[src/rtl/fab_uart_rx.sv]
// ---------------------------------------------------------------------------
// fab_uart_rx
//   Fabric-side UART receiver for the serial stream leaving MMUART_0_TXD.
//   A 16x oversampling front end feeds a first-word-fallthrough receive FIFO.
//   Default frame format is 8N1. Defining FAB_UART_RX_PARITY_EN switches the
//   frame to 8E1 and adds the PARITY_ERR port.
//
// Parameters
//   BAUD_DIV : CLK_BASE cycles per oversample tick (1..65535)
//   FIFO_AW  : FIFO address width, depth = 2**FIFO_AW bytes
//
// Ports
//   CLK_BASE    in   fabric clock, rising edge
//   RESET_N     in   asynchronous active-low reset
//   RXD         in   serial input, asynchronous, idles high
//   RX_DATA     out  byte at FIFO head (0 while FIFO empty)
//   RX_VALID    out  FIFO non-empty
//   RX_READY    in   consumer pops RX_DATA when RX_VALID & RX_READY
//   FIFO_COUNT  out  FIFO occupancy
//   FRAMING_ERR out  one-cycle pulse, stop bit sampled low
//   PARITY_ERR  out  one-cycle pulse, even-parity mismatch (macro only)
//   OVERFLOW    out  one-cycle pulse, byte dropped because FIFO full
// ---------------------------------------------------------------------------
module fab_uart_rx #(
   parameter int BAUD_DIV = 27,
   parameter int FIFO_AW  = 4
) (
   input  logic               CLK_BASE,
   input  logic               RESET_N,
   input  logic               RXD,
   output logic [7:0]         RX_DATA,
   output logic               RX_VALID,
   input  logic               RX_READY,
   output logic [FIFO_AW:0]   FIFO_COUNT,
   output logic               FRAMING_ERR,
`ifdef FAB_UART_RX_PARITY_EN
   output logic               PARITY_ERR,
`endif
   output logic               OVERFLOW
);

   localparam int          DATA_W    = 8;
   localparam int          DEPTH     = 2 ** FIFO_AW;
   localparam logic [15:0] TICK_LAST = 16'(BAUD_DIV - 1);

   typedef enum logic [2:0] {
      IDLE,
      START,
      DATA,
`ifdef FAB_UART_RX_PARITY_EN
      PARITY,
`endif
      STOP
   } state_t;

   state_t              state_q, state_d;
   logic                rxd_m, rxd_s, rxd_d;
   logic [15:0]         tick_cnt;
   logic                tick;
   logic [3:0]          os_cnt;
   logic [2:0]          bit_cnt;
   logic [DATA_W-1:0]   shreg;
   logic                os_clr, bit_clr, shift_en, push, ferr_d;
   logic                mid_tick, end_tick;
`ifdef FAB_UART_RX_PARITY_EN
   logic                par_smp, par_bad_q, perr_d;
`endif

   logic [DATA_W-1:0]   mem [DEPTH];
   logic [FIFO_AW:0]    wr_ptr, rd_ptr;
   logic                full, pop, wr_en;

   // ---- input synchronizer and falling-edge history ----
   always_ff @(posedge CLK_BASE or negedge RESET_N) begin
      if (!RESET_N) begin
         rxd_m <= 1'b1;
         rxd_s <= 1'b1;
         rxd_d <= 1'b1;
      end else begin
         rxd_m <= RXD;
         rxd_s <= rxd_m;
         rxd_d <= rxd_s;
      end
   end

   // ---- free-running oversample tick ----
   assign tick = (tick_cnt == TICK_LAST);

   always_ff @(posedge CLK_BASE or negedge RESET_N) begin
      if (!RESET_N) tick_cnt <= '0;
      else if (tick) tick_cnt <= '0;
      else           tick_cnt <= tick_cnt + 16'd1;
   end

   // ---- frame FSM ----
   assign mid_tick = tick && (os_cnt == 4'd7);
   assign end_tick = tick && (os_cnt == 4'd15);

   always_ff @(posedge CLK_BASE or negedge RESET_N) begin
      if (!RESET_N) state_q <= IDLE;
      else          state_q <= state_d;
   end

   always_comb begin
      state_d  = state_q;
      os_clr   = 1'b0;
      bit_clr  = 1'b0;
      shift_en = 1'b0;
      push     = 1'b0;
      ferr_d   = 1'b0;
`ifdef FAB_UART_RX_PARITY_EN
      par_smp  = 1'b0;
      perr_d   = 1'b0;
`endif
      case (state_q)
         IDLE: begin
            if (rxd_d && !rxd_s) begin
               os_clr  = 1'b1;
               bit_clr = 1'b1;
               state_d = START;
            end
         end
         START: begin
            // a start bit that is high again at mid-bit is a glitch
            if (mid_tick) begin
               if (!rxd_s) begin
                  os_clr  = 1'b1;
                  state_d = DATA;
               end else begin
                  state_d = IDLE;
               end
            end
         end
         DATA: begin
            if (end_tick) begin
               shift_en = 1'b1;
               os_clr   = 1'b1;
               if (bit_cnt == 3'd7) begin
`ifdef FAB_UART_RX_PARITY_EN
                  state_d = PARITY;
`else
                  state_d = STOP;
`endif
               end
            end
         end
`ifdef FAB_UART_RX_PARITY_EN
         PARITY: begin
            if (end_tick) begin
               par_smp = 1'b1;
               os_clr  = 1'b1;
               state_d = STOP;
            end
         end
`endif
         STOP: begin
            // IDLE waits for a fresh falling edge, so a break reports once
            if (end_tick) begin
               os_clr  = 1'b1;
               state_d = IDLE;
               if (rxd_s) push   = 1'b1;
               else       ferr_d = 1'b1;
`ifdef FAB_UART_RX_PARITY_EN
               perr_d = par_bad_q;
`endif
            end
         end
         default: state_d = IDLE;
      endcase
   end

   // ---- oversample / bit counters and shift register ----
   always_ff @(posedge CLK_BASE or negedge RESET_N) begin
      if (!RESET_N) begin
         os_cnt  <= '0;
         bit_cnt <= '0;
         shreg   <= '0;
      end else begin
         if (os_clr)    os_cnt <= '0;
         else if (tick) os_cnt <= os_cnt + 4'd1;
         if (bit_clr)       bit_cnt <= '0;
         else if (shift_en) bit_cnt <= bit_cnt + 3'd1;
         if (shift_en) shreg <= {rxd_s, shreg[DATA_W-1:1]};
      end
   end

`ifdef FAB_UART_RX_PARITY_EN
   always_ff @(posedge CLK_BASE or negedge RESET_N) begin
      if (!RESET_N)     par_bad_q <= 1'b0;
      else if (par_smp) par_bad_q <= rxd_s ^ (^shreg);
   end
`endif

   // ---- receive FIFO ----
   assign FIFO_COUNT = wr_ptr - rd_ptr;
   assign full       = FIFO_COUNT[FIFO_AW];
   assign RX_VALID   = (FIFO_COUNT != '0);
   assign pop        = RX_VALID & RX_READY;
   // a pop in the same cycle frees the slot, so a full FIFO still accepts
   assign wr_en      = push & (~full | pop);
   assign RX_DATA    = RX_VALID ? mem[rd_ptr[FIFO_AW-1:0]] : '0;

   always_ff @(posedge CLK_BASE) begin
      if (wr_en) mem[wr_ptr[FIFO_AW-1:0]] <= shreg;
   end

   always_ff @(posedge CLK_BASE or negedge RESET_N) begin
      if (!RESET_N) begin
         wr_ptr      <= '0;
         rd_ptr      <= '0;
         FRAMING_ERR <= 1'b0;
         OVERFLOW    <= 1'b0;
`ifdef FAB_UART_RX_PARITY_EN
         PARITY_ERR  <= 1'b0;
`endif
      end else begin
         if (wr_en) wr_ptr <= wr_ptr + 1'b1;
         if (pop)   rd_ptr <= rd_ptr + 1'b1;
         FRAMING_ERR <= ferr_d;
         OVERFLOW    <= push & full & ~pop;
`ifdef FAB_UART_RX_PARITY_EN
         PARITY_ERR  <= perr_d;
`endif
      end
   end

endmodule

[config.mk]
export PLATFORM = sky130hd
export DESIGN_NAME = fab_uart_rx
export DESIGN_NICKNAME = d
export VERILOG_FILES = /design/src/rtl/fab_uart_rx.sv
export SDC_FILE = /design/constraint.sdc
export NUM_CORES = 1
export LEC_CHECK = 0
export BUFFER_PORTS_ARGS = -buffer_cell sky130_fd_sc_hd__buf_2
export CAP_MARGIN = 20
export CORE_UTILIZATION = 55
export DETAILED_ROUTE_END_ITERATION = 6
export PLACE_DENSITY = 0.78
export REMOVE_ABC_BUFFERS = 1
export SLEW_MARGIN = 25
export SYNTH_ARGS = -nofsm -noshare
export SYNTH_HDL_FRONTEND = slang
export SYNTH_SLANG_ARGS = --single-unit
export TNS_END_PERCENT = 10
[constraint.sdc]
create_clock -name CLK_BASE -period 2.97 [get_ports CLK_BASE]
set_clock_uncertainty 0.05 [all_clocks]
set_input_delay 0.594 -clock CLK_BASE [delete_from_list [all_inputs] [get_ports CLK_BASE]]
set_output_delay 0.594 -clock CLK_BASE [all_outputs]
set_load 0.05 [all_outputs]
Word-level counts from Yosys, hierarchy flattened
Memories as Yosys holds them, arrays and structs flattened. Index checks and enable logic that the tools add are counted.

Add/sub/neg operators: 6. Eq/ne operators: 12. Multiplexer cells: 27. Bitwise logic cells: 7. Reduce and logical (&&, ||, !) cells: 10.

Operators by type and width (count): $mux W3 (7); $add A16 B1 Y16 const B (1); $eq A16 B5 Y1 const B (1); $mux W16 (1); $mux W1 (13); $pmux W3 S4 (1); $add A5 B1 Y5 const B (2); $ne A2 B2 Y1 const B (5); $mux W4 (2); $mux W8 (1); $eq A3 B2 Y1 const B (2); $reduce_and A5 Y1 (1); $reduce_bool A5 Y1 (1); $sub A5 B5 Y5 (1); $add A4 B1 Y4 const B (1); $and A1 B1 Y1 (4); $eq A4 B3 Y1 const B (1); $eq A4 B4 Y1 const B (1); $reduce_bool A2 Y1 (2); $add A3 B1 Y3 const B (1); $eq A3 B1 Y1 const B (1); $eq A3 B3 Y1 const B (1); $logic_and A1 B1 Y1 (3); $logic_not A3 Y1 (1); 6 further kinds (7).

Register bits: 49. Memory bits (writable): 128. Bits of input ports: 4. Output and inout port bits: 16. Logic and storage cells: 75. Memories kept: 1.

Memories: mem (depth 16, width 8, rd ports 1, clocked after memory_dff 0, wr ports 1, RTL line 69) `logic [DATA_W-1:0] mem [DEPTH];`.

Depth between registers and ports, before layout
Gate-level depths: netlist (run 1).

Word-level depth: 7. Mapped depth: 11.

Worst setup path after synthesis (run 1)
OpenSTA, ideal clock, no wires.

Kind: reg2out. Start point: reg rd_ptr[1]. End point: out RX_DATA[0]. Data arrival time: 3.687 ns. Required time: 2.326 ns. Setup slack: -1.361 ns. Stages on the path, launching flop included: 11. Path buffers: 3. Cell sequence: dfrtp_1 buf_2 buf_1 inv_1 fa_1 xor2_1 nor4b_1 mux2_2 and2_0 clkbuf_1 nor2b_1.

Longest elaborated chain between the ends: 3. Elaborated cells on any way between the ends: 4. Classes of those cells: 1 x add/sub; 1 x mux; 1 x reduce/logical; 1 x memory.

Ends and longest elaborated chain: from (decl) (RTL line 70) `logic [FIFO_AW:0] wr_ptr, rd_ptr;`; from (signal assigned) (RTL line 218) `if (pop) rd_ptr <= rd_ptr + 1'b1;`; $sub A5 B5 Y5 (RTL line 195) `assign FIFO_COUNT = wr_ptr - rd_ptr;`; via FIFO_COUNT[2] (RTL line 34) `output logic [FIFO_AW:0] FIFO_COUNT,`; $reduce_bool A5 Y1 (RTL line 197) `assign RX_VALID = (FIFO_COUNT != '0);`; $mux W8 (RTL line 201) `assign RX_DATA = RX_VALID ? mem[rd_ptr[FIFO_AW-1:0]] : '0;`; to (decl) (RTL line 31) `output logic [7:0] RX_DATA,`.

The timed path passes the listed nets, and every way through them passes these cells.

Final worst setup path (run 1)
Start point: reg wr_ptr[0]. End point: out RX_DATA[7].

Longest elaborated chain between the ends: 3.

Ends and longest elaborated chain: from (decl) (RTL line 70); from (signal assigned) (RTL line 217) `if (wr_en) wr_ptr <= wr_ptr + 1'b1;`; $sub A5 B5 Y5 (RTL line 195); $reduce_bool A5 Y1 (RTL line 197); $mux W8 (RTL line 201).

Every way passes these cells.

==> flow_metrics.env, run 1 <==
export IMPL_synth_seq_cells=176
export IMPL_timing_final_ws_setup_ns=-0.324
export IMPL_cts_root_buf="clkbuf_16"
export IMPL_start_kind="flip-flop"
export IMPL_grt_ovfl_total=0
export IMPL_initial_core_util=0.566
export IMPL_syn_area_per_cell_sq_um=17.8
export IMPL_fp_dieW_microns=119
export IMPL_synth_warnings=0
export IMPL_core_area_sq_um=13200
export IMPL_drive_gt1_frac=0.353
export IMPL_drt_total_wl_mm=14.4
export IMPL_peakVddDrop_uv=432
export IMPL_final_cells=666
export IMPL_row_count=42
export IMPL_crit_type="flip-flop to output port"
export IMPL_power_density_nw_per_um2=728
export IMPL_finalInstanceArea_sq_um=8850
export IMPL_ant_nets=0
export IMPL_ys_top_cells_by_area="edfxtp_1, dfrtp_1, mux4_2, ha_1, xnor2_1"
export IMPL_required_ns=2.33
export IMPL_gp_congestion=0.894
export IMPL_power_total_w=0.00644
export IMPL_worst_r2r_cell_count=10
export IMPL_hp_class="input port to async pin"
export IMPL_synth_top_area_share=0.513
export IMPL_io_pins=20
export IMPL_synth_cell_type_count=51
export IMPL_reg2reg_to="mem[6][6]"
export IMPL_period_minus_slack_ns=3.29
export IMPL_antenna_found_initial=0
export IMPL_setup_viol=10
export IMPL_worst_ep_arrival_time_ns=2.65
export IMPL_reg2reg_from="wr_ptr[0]"
export IMPL_grt_pass1_wl_mm=23.1
export IMPL_setup_tns_ns=-3.04
export IMPL_num_vias=3913
export IMPL_dp_cells=628
export IMPL_route_met3_wl_microns=505
export IMPL_slew_headroom=0.606
export IMPL_worst_slew_pin_transition_ns=0.590
export IMPL_drc=0
export IMPL_synthCells=420
export IMPL_fp_dieH_microns=119
export IMPL_via_per_inst=5.88
export IMPL_synth_top_area_cell="edfxtp_1"
export IMPL_fin_crit_sh=1.11
export IMPL_grt_max_degree=36
export IMPL_cts_num_sinks=176
export IMPL_dpl_hpwl_mm=9.00
export IMPL_synth_edf_count=128
export IMPL_drv_slew=0
export IMPL_synthToLayoutAreaGrowth_pct=18.0
export IMPL_clock_path_buffers=2
export IMPL_hold_viol_final=0
export IMPL_grt_pass1_vias=4026
export IMPL_max_freq_mhz=304
export IMPL_async_flop_share=0.273
export IMPL_nets=496
export IMPL_firstDrtPassIters=5
export IMPL_cts_tree="built"
export IMPL_clk_latency_ns=0.42
export IMPL_violations="negative setup slack"
export IMPL_reg2reg_slack_ns=0.10
export IMPL_numCtsBuffers=17
export IMPL_status="finished with violations"
export IMPL_antennaDiodeCount=0
export IMPL_grt_usage=0.226
export IMPL_path_clk_slew_ns=0.06
export IMPL_synth_area_sq_um=7490
export IMPL_wl_per_cell_microns=21.6
export IMPL_io_buffers=19
export IMPL_die_area_sq_um=14100
export IMPL_dpl_instance_area_sq_um=7960
export IMPL_wl_met1_mm=6.01
export IMPL_h_tree_depth=4
export IMPL_yosys_most_used_dff="edfxtp_1"
export IMPL_place_ws_ns=-0.0706
export IMPL_met2_wirelength_mm=7.66
export IMPL_cp_max_fo=4
export IMPL_rsz0062_at_grt="true"
export IMPL_maxCapViolations=0
export IMPL_crit_path_end_kind="output port"
export IMPL_p_leak_nw=3.64
export IMPL_seq_area_frac_synth=0.674
export IMPL_drt_iter0_markers=331
export IMPL_highest_signal_layer="met4"
routing by layer:
metal | track usage | vias to the layer above
met5 | 0 | -
met3 | 0.0507 | 21
met2 | 0.375 | 99
met1 | 0.296 | 2039
li1 | - | 1754
met4 | 0.0767 | 0
what timing repair did:
item / CTS / global route
gates cloned: 1 / 0
endpoints found under the setup margin: 10 / 11
setup buffers: 3 / 2
gates resized for setup: 57 / 6
hold buffers: 0 / 0
pin swaps: 6 / 3
cell usage in the layout, fill, tap and decap left out, drive strengths merged, types with 5 or more instances in the layout:
| cell | n |
|---|---|
| edfxtp | 128 |
| buf | 55 |
| dfrtp | 45 |
| mux4 | 40 |
| clkbuf | 19 |
| nor2 | 17 |
| xnor2 | 17 |
| and3 | 16 |
| nand2 | 15 |
| inv | 15 |
| ha | 14 |
| nor2b | 12 |
| xor2 | 11 |
| mux2 | 11 |
| nand3 | 8 |
| a21oi | 7 |
| and4 | 6 |
| clkinv | 5 |
| nand4 | 5 |
cells in the mapped netlist, types with 6 or more instances:
master    number
mux2_2         6
dfrtp_1       45
nand2_1       15
ha_1          14
inv_1         12
edfxtp_1     128
and3_1        16
nor2_1        17
xor2_1        11
nor2b_1       12
clkbuf_1       6
a21oi_1        7
mux4_2        40
nand3_1        8
xnor2_1       17
report_power, final:
part | switching (W) | internal [W] | total, W
Combinational | 0.000871 | 0.000591 | 0.00146
Clock | 0.000892 | 0.00141 | 0.00230
Sequential | 0.0000314 | 0.00265 | 0.00268
Total | 0.00180 | 0.00465 | 0.00644
how the worst max path moves through the flow:
stage                   start          to
global placement    wr_ptr[0]  RX_DATA[7]
finish              wr_ptr[0]  RX_DATA[7]
global route        wr_ptr[0]  RX_DATA[7]
floorplan           rd_ptr[0]  RX_DATA[0]
detailed placement  wr_ptr[0]  RX_DATA[0]
CTS                 wr_ptr[0]  RX_DATA[7]
sequential cells by signal, indices dropped and copies added, names as in the netlist:
signal / count
FRAMING_ERR: 1
state_q: 2
rxd_d: 1
rxd_m: 1
tick_cnt: 16
rxd_s: 1
rd_ptr: 5
shreg: 8
OVERFLOW: 1
wr_ptr: 5
bit_cnt: 3
os_cnt: 4
mem: 128
logic make-up after synthesis:
logic type / count (synthesis) / synth area share
buffers and inverters: 30 / 0.0207
multiplexers: 52 / 0.141
AO/OA/AOI/OAI: 23 / 0.0234
flip-flops: 176 / 0.674
adder cells (fa/ha/maj): 15 / 0.0260
XOR/XNOR: 28 / 0.0327
AND/OR/NAND/NOR: 96 / 0.0830
through the flow:
stage | util | hold slack, ns
floorplan | - | 0.248
global placement | 0.601 | 0.298
detailed placement | 0.601 | 0.300
CTS | 0.665 | 0.0787
global route | 0.668 | 0.114
finish | 0.668 | 0.0894
area by class of cell:
class                      instances  area, sq um
timing repair buffer              56          490
tap                              176          220
inverter                          12         45.0
fill                             869         4400
clock inverter                    14          186
clock buffer                      18          429
sequential                       176         5050
multi-input combinational        214         2430
critical path, cell delays in order (launching register included):
cell and delay (ns):
dfrtp_1 0.40, inv_2 0.09, ha_4 0.14, inv_2 0.04, fa_2 0.39, xor2_4 0.19, nor4b_4 0.26, mux2_4 0.20
and2_4 0.18, buf_8 0.15, nor2b_4 0.05, buf_8 0.14
No activity file was read; power rests on OpenSTA's default activity.
==> run 2, diff against run 1 <==
--- a/config.mk
+++ b/config.mk
@@ -7,9 +7,10 @@
 export LEC_CHECK = 0
 export BUFFER_PORTS_ARGS = -buffer_cell sky130_fd_sc_hd__buf_2
 export CAP_MARGIN = 20
-export CORE_UTILIZATION = 55
+export CORE_UTILIZATION = 36
 export DETAILED_ROUTE_END_ITERATION = 6
-export PLACE_DENSITY = 0.78
+export PLACE_DENSITY = 0.57
+export RECOVER_POWER = 25
 export REMOVE_ABC_BUFFERS = 1
 export SLEW_MARGIN = 25
 export SYNTH_ARGS = -nofsm -noshare
==> flow_metrics.env, run 2 (synthesized netlist as in run 1, its figures left out) <==
export IMPL_core_area_sq_um=20300
export IMPL_synthToLayoutAreaGrowth_pct=21.8
export IMPL_worst_slew_pin_transition_ns=1.22
export IMPL_fp_dieW_microns=146
export IMPL_firstDrtPassIters=4
export IMPL_worst_ep_arrival_time_ns=2.63
export IMPL_clk_latency_ns=0.43
export IMPL_final_cells=762
export IMPL_drt_total_wl_mm=14.2
export IMPL_layout_commonest_cell="edfxtp_1"
export IMPL_grt_ovfl_total=0
export IMPL_reg2reg_slack_ns=0.20
export IMPL_worstHoldStart="RXD"
export IMPL_cts_tree="built"
export IMPL_clock_path_buffers=2
export IMPL_maxCapViolations=0
export IMPL_io_pins=20
export IMPL_cts_root_buf="clkbuf_16"
export IMPL_period_minus_slack_ns=3.27
export IMPL_utilization=0.450
export IMPL_nets=498
export IMPL_wl_per_cell_microns=18.7
export IMPL_grt_pass1_wl_mm=23.0
export IMPL_required_ns=2.33
export IMPL_drc=0
export IMPL_critPathMostFrequentCell="inv_2"
export IMPL_fillers=1756
export IMPL_cp_max_fo=5
export IMPL_p_leak_nw=3.67
export IMPL_cpLargestDelayFamily="adder cells"
export IMPL_ant_nets=0
export IMPL_timing_final_ws_setup_ns=-0.304
export IMPL_largest_register_ffs=128
export IMPL_hp_class="input port to flip-flop"
export IMPL_drv_slew=0
export IMPL_gp_congestion=0.712
export IMPL_grt_max_degree=49
export IMPL_peakVddDrop_uv=358
export IMPL_power_density_nw_per_um2=677
export IMPL_h_tree_depth=4
export IMPL_hold_viol_final=0
export IMPL_hold_end="rxd_m"
export IMPL_initial_core_util=0.369
export IMPL_grt_pass1_vias=4082
export IMPL_setup_viol=10
export IMPL_drive_gt1_frac=0.354
export IMPL_fin_crit_sh=1.10
export IMPL_fp_dieH_microns=146
export IMPL_numCtsBuffers=17
export IMPL_slew_headroom=0.187
export IMPL_reg2reg_from="wr_ptr[0]"
export IMPL_drt_iter0_markers=241
export IMPL_max_freq_mhz=305
export IMPL_dpl_hpwl_mm=9.05
export IMPL_dp_cells=722
export IMPL_crit_type="flip-flop to output port"
export IMPL_worst_r2r_cell_count=11
export IMPL_worstSetupStartpoint="wr_ptr[0]"
export IMPL_grt_usage=0.145
export IMPL_crit_path_cell_trace="inv_2 > ha_4 > inv_2 > fa_2 > xor2_4 > nor4b_2 > mux2_4 > and2_4 > buf_12 > nor2b_4 > buf_6"
export IMPL_start_kind="flip-flop"
export IMPL_cts_num_sinks=176
export IMPL_antenna_found_initial=0
export IMPL_io_buffers=19
export IMPL_violations="negative setup slack"
export IMPL_reg2reg_to="mem[11][1]"
export IMPL_crit_buf_inv=4
export IMPL_path_clk_slew_ns=0.07
export IMPL_power_total_w=0.00617
export IMPL_whs_path_depth=1
export IMPL_worst_path_max_delay_cell="dfrtp_1"
export IMPL_num_vias=3798
export IMPL_cp_slowest_stage_delay_ns=0.39
export IMPL_layout_common_cells="edfxtp_1, dfrtp_1, mux4_2"
export IMPL_status="finished with violations"
export IMPL_crit_path_end_kind="output port"
export IMPL_via_per_inst=4.98
export IMPL_rsz0062_at_grt="true"
export IMPL_die_area_sq_um=21400
export IMPL_antennaDiodeCount=0
export IMPL_row_count=52
-- run 2: cell types whose count changed in the layout (fill, tap and decap cells not counted), moves of 2 or more --
cell and change:
buf_12 +15, buf_4 -13, bufinv_16 -4, clkinv_2 -5, clkinv_4 +2, clkinv_8 +2
inv_8 +4
-- run 2: through the flow --
step / area, sq um / TNS [ns] / setup slack, ns / hold slack, ns
finish: 9130 / -2.68 / -0.304 / 0.216
global route: 9130 / -3.34 / -0.359 / 0.200
CTS: 9060 / -3.49 / -0.387 / 0.145
detailed placement: 8280 / -1.06 / -0.151 / 0.298
global placement: 8280 / -0.139 / -0.0215 / 0.301
floorplan: 7380 / -162.22 / -2.22 / 0.248
-- run 2: power breakdown --
group          leakage (nW)  total, W  internal, W  switching, W
registers              2.11   0.00268      0.00265     0.0000293
clock network         0.277   0.00213      0.00112       0.00102
logic                  1.29   0.00136     0.000539      0.000825
total                  3.67   0.00617      0.00431       0.00187
-- run 2: area by class of cell --
class                           count  area [sq um]  share of cell area
Sequential cell                   176          5050               0.553
Multi-Input combinational cell    214          2420               0.265
Timing Repair Buffer               58           703              0.0771
Clock buffer                       18           429              0.0470
Tap cell                          270           338              0.0370
Clock inverter                     14           141              0.0155
Inverter                           12          45.0             0.00494
-- run 2: timing repair --
item	in CTS	in global routing
hold buffers	0	0
pin swaps	5	4
gates cloned	1	0
setup endpoints to repair	10	11
setup buffers	5	2
gates resized for setup	46	11
-- run 2: routing by layer --
metal  vias up  wire, microns  GRT usage
li1       1755              -          -
met1      1978           6210      0.182
met2        52           7490      0.249
met3        13            371     0.0297
met4         0            144     0.0516
met5         -              0          0
-- run 2: worst max path at each step --
stage	endpoint	cells past startpoint	slack, ns
CTS	RX_DATA[7]	11	-0.39
global placement	RX_DATA[7]	11	-0.02
floorplan	RX_DATA[0]	8	-2.22
finish	RX_DATA[7]	11	-0.30
global route	RX_DATA[5]	11	-0.36
detailed placement	RX_DATA[1]	11	-0.15
==> run 3, diff against run 2 <==
--- a/config.mk
+++ b/config.mk
@@ -7,9 +7,9 @@
 export LEC_CHECK = 0
 export BUFFER_PORTS_ARGS = -buffer_cell sky130_fd_sc_hd__buf_2
 export CAP_MARGIN = 20
-export CORE_UTILIZATION = 36
+export CORE_UTILIZATION = 52
 export DETAILED_ROUTE_END_ITERATION = 6
-export PLACE_DENSITY = 0.57
+export PLACE_DENSITY = 0.75
 export RECOVER_POWER = 25
 export REMOVE_ABC_BUFFERS = 1
 export SLEW_MARGIN = 25
==> flow_metrics.env, run 3 (synthesized netlist as in run 1, its figures left out) <==
export IMPL_violations="max-capacitance violations, negative setup slack"
export IMPL_crit_buf_inv=4
export IMPL_seqCellArea_sq_um=5050
export IMPL_fp_dieW_microns=122
export IMPL_dpl_hpwl_mm=8.41
export IMPL_setup_viol=10
export IMPL_grt_max_degree=36
export IMPL_h_tree_depth=4
export IMPL_ant_nets=0
export IMPL_hold_viol_final=0
export IMPL_worst_path_max_delay_cell="dfrtp_1"
export IMPL_layout_common_cells="edfxtp_1, dfrtp_1, mux4_2"
export IMPL_drc=0
export IMPL_wl_per_cell_microns=19.8
export IMPL_clk_latency_ns=0.42
export IMPL_path_clk_slew_ns=0.06
export IMPL_max_freq_mhz=303
export IMPL_die_area_sq_um=14900
export IMPL_num_vias=3811
export IMPL_grt_pass1_vias=3846
export IMPL_fp_dieH_microns=122
export IMPL_drt_total_wl_mm=13.2
export IMPL_cts_tree="built"
export IMPL_row_count=43
export IMPL_initial_core_util=0.536
export IMPL_crit_path_end_kind="output port"
export IMPL_numCtsBuffers=17
export IMPL_layout_commonest_cell="edfxtp_1"
export IMPL_cts_num_sinks=176
export IMPL_timing_final_ws_setup_ns=-0.325
export IMPL_grt_ovfl_total=0
export IMPL_gp_congestion=0.817
export IMPL_io_pins=20
export IMPL_worst_slew_pin_transition_ns=1.49
export IMPL_highest_signal_layer="met4"
export IMPL_fin_crit_sh=1.11
export IMPL_cts_root_buf="clkbuf_16"
export IMPL_largest_register_ffs=128
export IMPL_start_kind="flip-flop"
export IMPL_route_met3_wl_microns=494
export IMPL_worst_ep_arrival_time_ns=2.65
export IMPL_fillers=955
export IMPL_via_per_inst=5.70
export IMPL_maxCapViolations=1
export IMPL_io_buffers=19
export IMPL_drive_gt1_frac=0.346
export IMPL_required_ns=2.33
export IMPL_peakVddDrop_uv=386
export IMPL_cpLargestDelayFamily="adder cells"
export IMPL_wl_met1_mm=5.60
export IMPL_drt_iter0_markers=217
export IMPL_period_minus_slack_ns=3.30
export IMPL_crit_type="flip-flop to output port"
export IMPL_crit_path_cell_trace="inv_2 > ha_4 > inv_2 > fa_2 > xor2_4 > nor4b_4 > mux2_4 > and2_4 > buf_6 > nor2b_2 > buf_6"
export IMPL_synthToLayoutAreaGrowth_pct=17.3
export IMPL_antennaDiodeCount=0
export IMPL_drv_slew=0
export IMPL_place_ws_ns=-0.110
export IMPL_grt_pass1_wl_mm=21.0
export IMPL_firstDrtPassIters=4
export IMPL_core_area_sq_um=14000
export IMPL_multi_input_area_sq_um=2420
export IMPL_met2_wirelength_mm=7.00
export IMPL_grt_usage=0.196
export IMPL_antenna_found_initial=0
export IMPL_holdWs_ns=0.221
export IMPL_rsz0062_at_grt="true"
export IMPL_p_leak_nw=3.60
export IMPL_cp_slowest_stage_delay_ns=0.40
export IMPL_hp_class="input port to flip-flop"
export IMPL_nets=495
export IMPL_clock_path_buffers=2
export IMPL_cp_max_fo=4
export IMPL_power_density_nw_per_um2=703
export IMPL_slew_headroom=0.00405
export IMPL_status="finished with violations"
-- run 3: cell count changes in the layout (fill, tap and decap cells not counted), sizes merged --
cell	before	now
buf	57	53
bufinv	0	1
clkbuf	19	20
clkinv	5	6
clkinvlp	1	3
inv	20	16
-- run 3: where the power goes --
part           switching (W)  total [W]  leakage, nW  internal (W)
Clock               0.000924    0.00209        0.267       0.00117
Sequential         0.0000308    0.00268         2.11       0.00265
Combinational       0.000846    0.00141         1.22      0.000562
Total                0.00180    0.00618         3.60       0.00438
-- run 3: area by class of cell --
type	count	share of cell area
inverter	12	0.00512
clock buffer	18	0.0488
tap	180	0.0256
clock inverter	14	0.0152
timing repair buffer	55	0.0554
sequential	176	0.575
multi-input combinational	214	0.275
-- run 3: path summary, 6_finish.rpt --
path | to | cells past startpoint | from | slack [ns]
worst max-delay path | RX_DATA[4] | 11 | wr_ptr[0] | -0.33
worst min-delay path | rxd_m | 1 | RXD | 0.22
worst max register to register | mem[4][2] | 10 | wr_ptr[0] | 0.13
worst min register to register | rxd_s | 0 | rxd_m | 0.32
max in group asynchronous | tick_cnt[0] | 2 | RESET_N | 0.61
min in group asynchronous | os_cnt[1] | 1 | RESET_N | 0.32
-- run 3: stage by stage --
stage	cells	util	total power (W)	TNS (ns)	cell area, sq um
finish	669	0.628	0.00618	-2.93	8790
global route	669	0.628	0.00642	-3.69	8790
CTS	666	0.618	0.00613	-3.21	8640
detailed placement	629	0.568	0.00394	-0.404	7940
global placement	629	0.568	0.00392	0	7940
floorplan	402	-	0.00359	-162.22	7380
-- run 3: timing repair --
| item | in CTS | in global routing |
|---|---|---|
| buffers inserted | 4 | 3 |
| hold buffers | 0 | 0 |
| setup endpoints to repair | 10 | 18 |
| pin swaps | 3 | 6 |
| gates resized for setup | 34 | 30 |
| hold endpoints to repair | 0 | 0 |
| cloned | 1 | 0 |
-- run 3: routing by layer --
| layer | global-route usage | vias to the layer above |
|---|---|---|
| li1 | - | 1747 |
| met1 | 0.247 | 1977 |
| met2 | 0.331 | 75 |
| met3 | 0.0515 | 12 |
| met4 | 0.0648 | 0 |
| met5 | 0 | - |
